**src/rtl/sc_ulpi_pkg.sv**
```systemverilog
// sc_ulpi_pkg: shared ULPI types and constants for the register-access path.
package sc_ulpi_pkg;

  // ULPI TX command codes (upper two bits of a TX CMD byte)
  localparam logic [1:0] ccdSpecial  = 2'b00;
  localparam logic [1:0] ccdTransmit = 2'b01;
  localparam logic [1:0] ccdRegWrite = 2'b10;
  localparam logic [1:0] ccdRegRead  = 2'b11;

  // Default REG_ACK watchdog limit in ULPICLK cycles
  localparam int unsigned ARB_TIMEOUT_DEFAULT = 1023;

  // Register arbiter state
  typedef enum logic [1:0] {
    arbIdle = 2'd0,
    arbWait = 2'd1,
    arbDone = 2'd2
  } arbState_e;

  // One register access as presented to the ULPI controller
  typedef struct packed {
    logic [1:0] ccd;
    logic [5:0] cpd;
    logic [7:0] ead;
    logic [7:0] txd;
  } ulpiRegReq_s;

endpackage

```
**src/rtl/sc_ulpi_rr_pick.sv**
```systemverilog
// sc_ulpi_rr_pick: combinational round-robin picker. Searches from ptr+1,
// wrapping modulo NREQ, so the requester at ptr has the lowest priority.
module sc_ulpi_rr_pick #(
  parameter int unsigned NREQ = 3
) (
  input  logic [NREQ-1:0] req_i,
  input  logic [2:0]      ptr_i,
  output logic            vld_o,
  output logic [2:0]      idx_o
);

  logic [7:0] req_pad_c;
  logic [2:0] cand_c;
  logic       found_c;

  // First set request at or after ptr+1 (mod NREQ) wins
  always_comb begin
    req_pad_c = 8'(req_i);
    found_c   = 1'b0;
    idx_o     = ptr_i;
    cand_c    = ptr_i;
    for (int unsigned i = 1; i <= NREQ; i++) begin
      cand_c = 3'((32'(ptr_i) + i) % NREQ);
      if (!found_c && req_pad_c[cand_c]) begin
        found_c = 1'b1;
        idx_o   = cand_c;
      end
    end
    vld_o = found_c;
  end

endmodule

```
**src/rtl/sc_ulpi_reg_arb.sv**
```systemverilog
// sc_ulpi_reg_arb: round-robin arbiter sharing the ULPI register interface
// among NREQ requesters. Optional REG_ACK watchdog built when
// SC_ULPI_REG_ARB_TIMEOUT_EN is defined; otherwise arbWait waits forever
// and RQ_ERR never asserts.
module sc_ulpi_reg_arb
  import sc_ulpi_pkg::*;
#(
  parameter int unsigned NREQ    = 3,
  parameter int unsigned TIMEOUT = ARB_TIMEOUT_DEFAULT
) (
  input  logic              ULPICLK,
  input  logic              ULPIRST,
  input  logic [NREQ-1:0]   RQ_REQ,
  output logic [NREQ-1:0]   RQ_ACK,
  output logic [NREQ-1:0]   RQ_ERR,
  input  logic [2*NREQ-1:0] RQ_CCD,
  input  logic [6*NREQ-1:0] RQ_CPD,
  input  logic [8*NREQ-1:0] RQ_EXT_ADDR,
  input  logic [8*NREQ-1:0] RQ_TX_DATA,
  output logic [7:0]        RQ_RXD,
  output logic              ARB_BUSY,
  output logic [2:0]        ARB_GNT,
  output logic              REG_REQ,
  input  logic              REG_ACK,
  output logic [1:0]        REG_CCD,
  output logic [5:0]        REG_CPD,
  output logic [7:0]        REG_EXT_ADDR,
  output logic [7:0]        REG_TX_DATA,
  input  logic [7:0]        ULPI_DATA
);

  localparam int unsigned GNT_W = 3;

  arbState_e         state_q;
  logic [GNT_W-1:0]  ptr_q;
  logic [GNT_W-1:0]  gnt_q;
  ulpiRegReq_s       fld_q;
  logic [NREQ-1:0]   ack_q;
  logic [NREQ-1:0]   err_q;
  logic [7:0]        rxd_q;
  logic              busy_q;
  logic              req_q;

  logic              pick_vld_c;
  logic [GNT_W-1:0]  pick_idx_c;
  ulpiRegReq_s       pick_fld_c;
  logic [NREQ-1:0]   gnt_oh_c;
  logic              wdog_expire_c;

  sc_ulpi_rr_pick #(
    .NREQ (NREQ)
  ) u_pick (
    .req_i (RQ_REQ),
    .ptr_i (ptr_q),
    .vld_o (pick_vld_c),
    .idx_o (pick_idx_c)
  );

  // Select the candidate winner's request fields
  always_comb begin
    pick_fld_c = '0;
    for (int unsigned i = 0; i < NREQ; i++) begin
      if (pick_idx_c == GNT_W'(i)) begin
        pick_fld_c.ccd = RQ_CCD[i*2 +: 2];
        pick_fld_c.cpd = RQ_CPD[i*6 +: 6];
        pick_fld_c.ead = RQ_EXT_ADDR[i*8 +: 8];
        pick_fld_c.txd = RQ_TX_DATA[i*8 +: 8];
      end
    end
  end

  // One-hot form of the current grant for the completion pulse
  always_comb begin
    gnt_oh_c = '0;
    for (int unsigned i = 0; i < NREQ; i++) begin
      gnt_oh_c[i] = (gnt_q == GNT_W'(i));
    end
  end

`ifdef SC_ULPI_REG_ARB_TIMEOUT_EN
  localparam int unsigned WDOG_W = $clog2(TIMEOUT + 1);

  logic [WDOG_W-1:0] wdog_q;
  logic [WDOG_W-1:0] wdog_d;

  // Count cycles spent in arbWait; held at zero elsewhere, saturates at TIMEOUT
  always_comb begin
    wdog_d = wdog_q;
    if (state_q != arbWait) begin
      wdog_d = '0;
    end else if (wdog_q != WDOG_W'(TIMEOUT)) begin
      wdog_d = wdog_q + WDOG_W'(1);
    end
  end

  // Watchdog counter register
  always_ff @(posedge ULPICLK) begin
    if (ULPIRST) begin
      wdog_q <= '0;
    end else begin
      wdog_q <= wdog_d;
    end
  end

  // Expires on the edge that completes TIMEOUT cycles of REG_REQ high
  assign wdog_expire_c = (state_q == arbWait) && (wdog_q == WDOG_W'(TIMEOUT - 1));
`else
  logic [15:0] unused_timeout_c;

  assign unused_timeout_c = 16'(TIMEOUT);
  assign wdog_expire_c    = 1'b0;
`endif

  // Arbiter FSM: grant, wait for REG_ACK or watchdog, one-cycle turnaround
  always_ff @(posedge ULPICLK) begin
    if (ULPIRST) begin
      state_q <= arbIdle;
      ptr_q   <= GNT_W'(NREQ - 1);
      gnt_q   <= GNT_W'(NREQ - 1);
      fld_q   <= '0;
      ack_q   <= '0;
      err_q   <= '0;
      rxd_q   <= '0;
      busy_q  <= 1'b0;
      req_q   <= 1'b0;
    end else begin
      ack_q <= '0;
      err_q <= '0;
      case (state_q)
        arbIdle: begin
          if (pick_vld_c) begin
            fld_q   <= pick_fld_c;
            ptr_q   <= pick_idx_c;
            gnt_q   <= pick_idx_c;
            req_q   <= 1'b1;
            busy_q  <= 1'b1;
            state_q <= arbWait;
          end
        end
        arbWait: begin
          if (REG_ACK) begin
            req_q   <= 1'b0;
            ack_q   <= gnt_oh_c;
            if (fld_q.ccd == ccdRegRead) begin
              rxd_q <= ULPI_DATA;
            end
            state_q <= arbDone;
          end else if (wdog_expire_c) begin
            req_q   <= 1'b0;
            ack_q   <= gnt_oh_c;
            err_q   <= gnt_oh_c;
            rxd_q   <= '0;
            state_q <= arbDone;
          end
        end
        arbDone: begin
          busy_q  <= 1'b0;
          state_q <= arbIdle;
        end
        default: begin
          state_q <= arbIdle;
        end
      endcase
    end
  end

  assign RQ_ACK       = ack_q;
  assign RQ_ERR       = err_q;
  assign RQ_RXD       = rxd_q;
  assign ARB_BUSY     = busy_q;
  assign ARB_GNT      = gnt_q;
  assign REG_REQ      = req_q;
  assign REG_CCD      = fld_q.ccd;
  assign REG_CPD      = fld_q.cpd;
  assign REG_EXT_ADDR = fld_q.ead;
  assign REG_TX_DATA  = fld_q.txd;

endmodule

```
**config.mk**
```make
export PLATFORM = sky130hd
export DESIGN_NAME = sc_ulpi_reg_arb
export DESIGN_NICKNAME = d
export VERILOG_FILES = /design/src/rtl/sc_ulpi_pkg.sv /design/src/rtl/sc_ulpi_rr_pick.sv /design/src/rtl/sc_ulpi_reg_arb.sv
export SDC_FILE = /design/constraint.sdc
export NUM_CORES = 1
export LEC_CHECK = 0
export ABC_AREA = 1
export CELL_PAD_IN_SITES_DETAIL_PLACEMENT = 0
export CELL_PAD_IN_SITES_GLOBAL_PLACEMENT = 1
export CORE_MARGIN = 2
export CORE_UTILIZATION = 32
export CTS_BUF_LIST = sky130_fd_sc_hd__clkbuf_4 sky130_fd_sc_hd__clkbuf_8
export CTS_CLUSTER_SIZE = 16
export DETAILED_ROUTE_END_ITERATION = 16
export GPL_TIMING_DRIVEN = 1
export HOLD_SLACK_MARGIN = 0.08
export PLACE_DENSITY_LB_ADDON = 0.1
export SYNTH_ARGS = -nofsm -noshare
export SYNTH_HDL_FRONTEND = slang
export SYNTH_HIERARCHICAL = 1
export SYNTH_SLANG_ARGS = --single-unit
```
**constraint.sdc**
```tcl
create_clock -name ULPICLK -period 5.1 [get_ports ULPICLK]
set_clock_uncertainty 0.15 [all_clocks]
set_input_delay 1.02 -clock ULPICLK [delete_from_list [all_inputs] [get_ports ULPICLK]]
set_output_delay 1.02 -clock ULPICLK [all_outputs]
set_load 0.02 [all_outputs]
```
==> summary.md <==
| Metric | Value |
|---|---|
| Post-synth EDFFs | `0` |
| First-pass GRT wire length | `~17000 um` |
| Initial antenna violation count | `0` |
| Hold-fix buffer count after cts | `0` |
| Top sig layer | `met4` |
| Top post-synthesis cells by area | `dfxtp_1 (23%), nand2_1 (15%), inv_1 (7.7%), nand3_1 (6.8%), ha_1 (6.2%)` |
| Worst-Skew Late Latency | `0.30 ns` |
| Worst-path fanout max | `14` |
| Top-area cell type share of the netlist area | `0.233` |
| Req. time, crit path | `5.13 ns` |
| Warnings, synthesis | `6` |
| 1st-pass router iterations | `4` |
| Avg WL per Cell | `13.6 um` |
| Syn Std Cell Area | `3600 um2` |
| IO Pins | `around 130` |
| Synth Flop Type | `dfxtp_1` |
| Tightest Pin Transition | `0.776 ns` |
| CTS max path bufs | `2` |
| Crit path arrival time | `around 4.6 ns` |
| CTS root buf | `clkbuf_8` |
| Setup-failing EPs final | `0` |
| Final Wtd Congestion | `0.796` |
| Dpl hpwl | `7950 um` |
| Final-report max-slew violation count | `0` |
| CP endpoint kind | `register` |
| Sequential area share after synthesis | `0.233` |
| Postcts setup bufs | `0` |
| Number of buffers created by CTS | `5` |
| Yosys top cell by area | `dfxtp_1` |
| Sink Count | `42` |
| Total wire length | `11000 um` |
| Fin crit period | `4.61 ns` |
| Met1 wire length | `between 5000 and 6000 um` |
| Fill count | `1198` |
| Ys async rst share | `0` |
| Initial Util | `0.330` |
| Syn_area_per_cell | `6.47 um2` |
| Layout cells sized above 1 | `0.119` |
| Die Area | `12100 um2` |
| IO Port Bufs | `125` |
| Largest net degree at the start of global routing | `49` |
| Critical path startpoint category | `register` |
| Fin crit share | `0.904` |
| Status | `finished, final reports clean` |
| Die Wd | `110 um` |
| RSZ-0062 raised after global routing | `false` |
| Cells after synthesis | `557` |
| Worst Setup Path Type | `reg2reg` |
| Fin Setup TNS | `0 ns` |
| Die extent in y | `110 um` |
| Vias per cell | `approximately 4.8` |
| H-tree Lvls | `2` |
| FMAX | `0.217 GHz` |
| Routed Antenna Nets | `0` |
| Clk slew on worst S/H paths | `0.09 ns` |
| DRT iter0 DRCs | `170` |
| Area grow syn2layout | `40.5%` |
| Slew HR | `0.482` |
| Post-cts repair resize count | `0` |
| Max cap viols | `0` |
| CTS tree | `built` |
| Synth cell types | `42` |
| Fin nets | `773` |
| Diode count | `0` |
| GR Overflow Total | `0` |
| Final Hold Fails | `0` |
| # rows | `38` |
| Via count | `3853` |
| Routed wl met2 | `5030 um` |
| Core footprint | `between 10000 and 15000 um2` |
| Met3 wire length | `791 um` |
| Vias in the first global route | `3569` |
| Worst hold path type | `reg2reg` |
| Residual DRC | `0` |
| Gr usage total | `0.175` |
| Flops & latches, synth | `42` |
-- kinds of logic (layout without fill, tap and decap cells) --
group,Yosys count,count (layout),share of synthesized area
other cells,1,3,0.00104
simple gates,311,313,0.436
flops,42,42,0.233
buf+inv,116,225,0.148
xor+xnor,5,5,0.0163
compound gates,64,64,0.103
fa+ha+maj,18,18,0.0625
-- worst paths after layout --
kind | depth (start not counted) | to | from | slack [ns]
worst min-delay path | 2 | REG_TX_DATA[2]$_SDFFE_PP0P_ | REG_TX_DATA[2]$_SDFFE_PP0P_ | 0.32
worst max register to register | 27 | REG_TX_DATA[4]$_SDFFE_PP0P_ | ARB_GNT[2]$_SDFFE_PP0P_ | 0.49
worst min register to register | 2 | REG_TX_DATA[2]$_SDFFE_PP0P_ | REG_TX_DATA[2]$_SDFFE_PP0P_ | 0.32
worst max-delay path | 27 | REG_TX_DATA[4]$_SDFFE_PP0P_ | ARB_GNT[2]$_SDFFE_PP0P_ | 0.49
-- synth_stat cells, drive strengths merged, types with 4 or more instances --
library cell,count
a21oi,31
buf,27
clkbuf,4
clkinv,5
dfxtp,42
ha,18
inv,80
nand2,166
nand3,61
nand3b,10
nand4,27
nor2,39
o21ai,31
xor2,4
-- state kept, by name, indices dropped and copies added, names as in the netlist --
| register | cells |
|---|---|
| REG_REQ | 1 |
| ARB_BUSY | 1 |
| RQ_RXD | 8 |
| REG_CPD | 6 |
| RQ_ACK | 3 |
| REG_EXT_ADDR | 8 |
| REG_TX_DATA | 8 |
| state_q | 2 |
| REG_CCD | 2 |
| ARB_GNT | 3 |
-- layout make-up --
cell class | count | area (um2) | area share
clock buffers | 5 | 68.8 | 0.0136
clock inverters | 3 | 68.8 | 0.0136
inverters | 85 | 323 | 0.0637
multi-input cells | 403 | 2270 | 0.449
flip-flops and latches | 42 | 842 | 0.166
well taps | 140 | 175 | 0.0346
repair buffers | 131 | 1310 | 0.258
repair inverters | 1 | 7.51 | 0.00148
-- worst max-delay path: stages (launching register included) --
cell      delay (ns)
dfxtp_1         0.66
ha_1            0.33
nand2_2         0.11
nand2_1         0.11
inv_1           0.05
ha_1            0.16
inv_1           0.08
nand2_2         0.08
nand2_4         0.08
nand2_4         0.07
xor2_2          0.16
ha_1            0.23
nor2_1          0.20
nand2_2         0.10
inv_2           0.06
nand3_2         0.07
nand3_1         0.14
nand3b_4        0.11
nand2_4         0.11
nand3_2         0.10
a21oi_1         0.17
nor2_2          0.13
nor2_2          0.62
nand3_1         0.15
nand2_1         0.10
inv_1           0.04
nand2_1         0.05
a21oi_1         0.05
-- through the flow --
step | cell area, um2 | util | hold slack (ns) | cells | worst slack [ns]
after CTS | 5030 | 0.460 | 0.319 | 807 | 0.361
after detailed placement | 4890 | 0.447 | 0.304 | 799 | 0.373
after global routing | 5070 | 0.463 | 0.341 | 810 | 0.0389
after floorplan | 3610 | - | 0.388 | 559 | 1.02
final | 5070 | 0.463 | 0.318 | 810 | 0.489
after global placement | 4890 | 0.447 | 0.302 | 799 | 0.455
-- per-layer routing --
metal,up-vias,global-route usage
li1,2002,-
met1,1718,0.227
met2,121,0.292
met3,12,0.0441
met4,0,0.0438
met5,-,0
-- cell usage in the layout, fill, tap and decap left out, types with 3 or more instances in the layout --
cell             Yosys  final
a21oi_1             28     28
buf_4                7      5
clkbuf_8             0      5
clkdlybuf4s50_1      0    125
clkinv_1             5      5
conb_1               1      3
dfxtp_1             42     41
ha_1                18     18
inv_1               74     73
inv_2                6      6
nand2_1            146    146
nand2_2             14     14
nand2_4              6      6
nand3_1             49     49
nand3_2             11     11
nand3b_1             9      9
nand4_1             27     27
nor2_1              35     32
nor2_2               2      4
nor2_4               1      4
o21ai_0             21     21
o21ai_1              3      3
o21ai_2              7      7
Power is left out: the tool's default activity adds up to more than one toggle a clock period on the data nets, which glitch-free logic cannot reach.
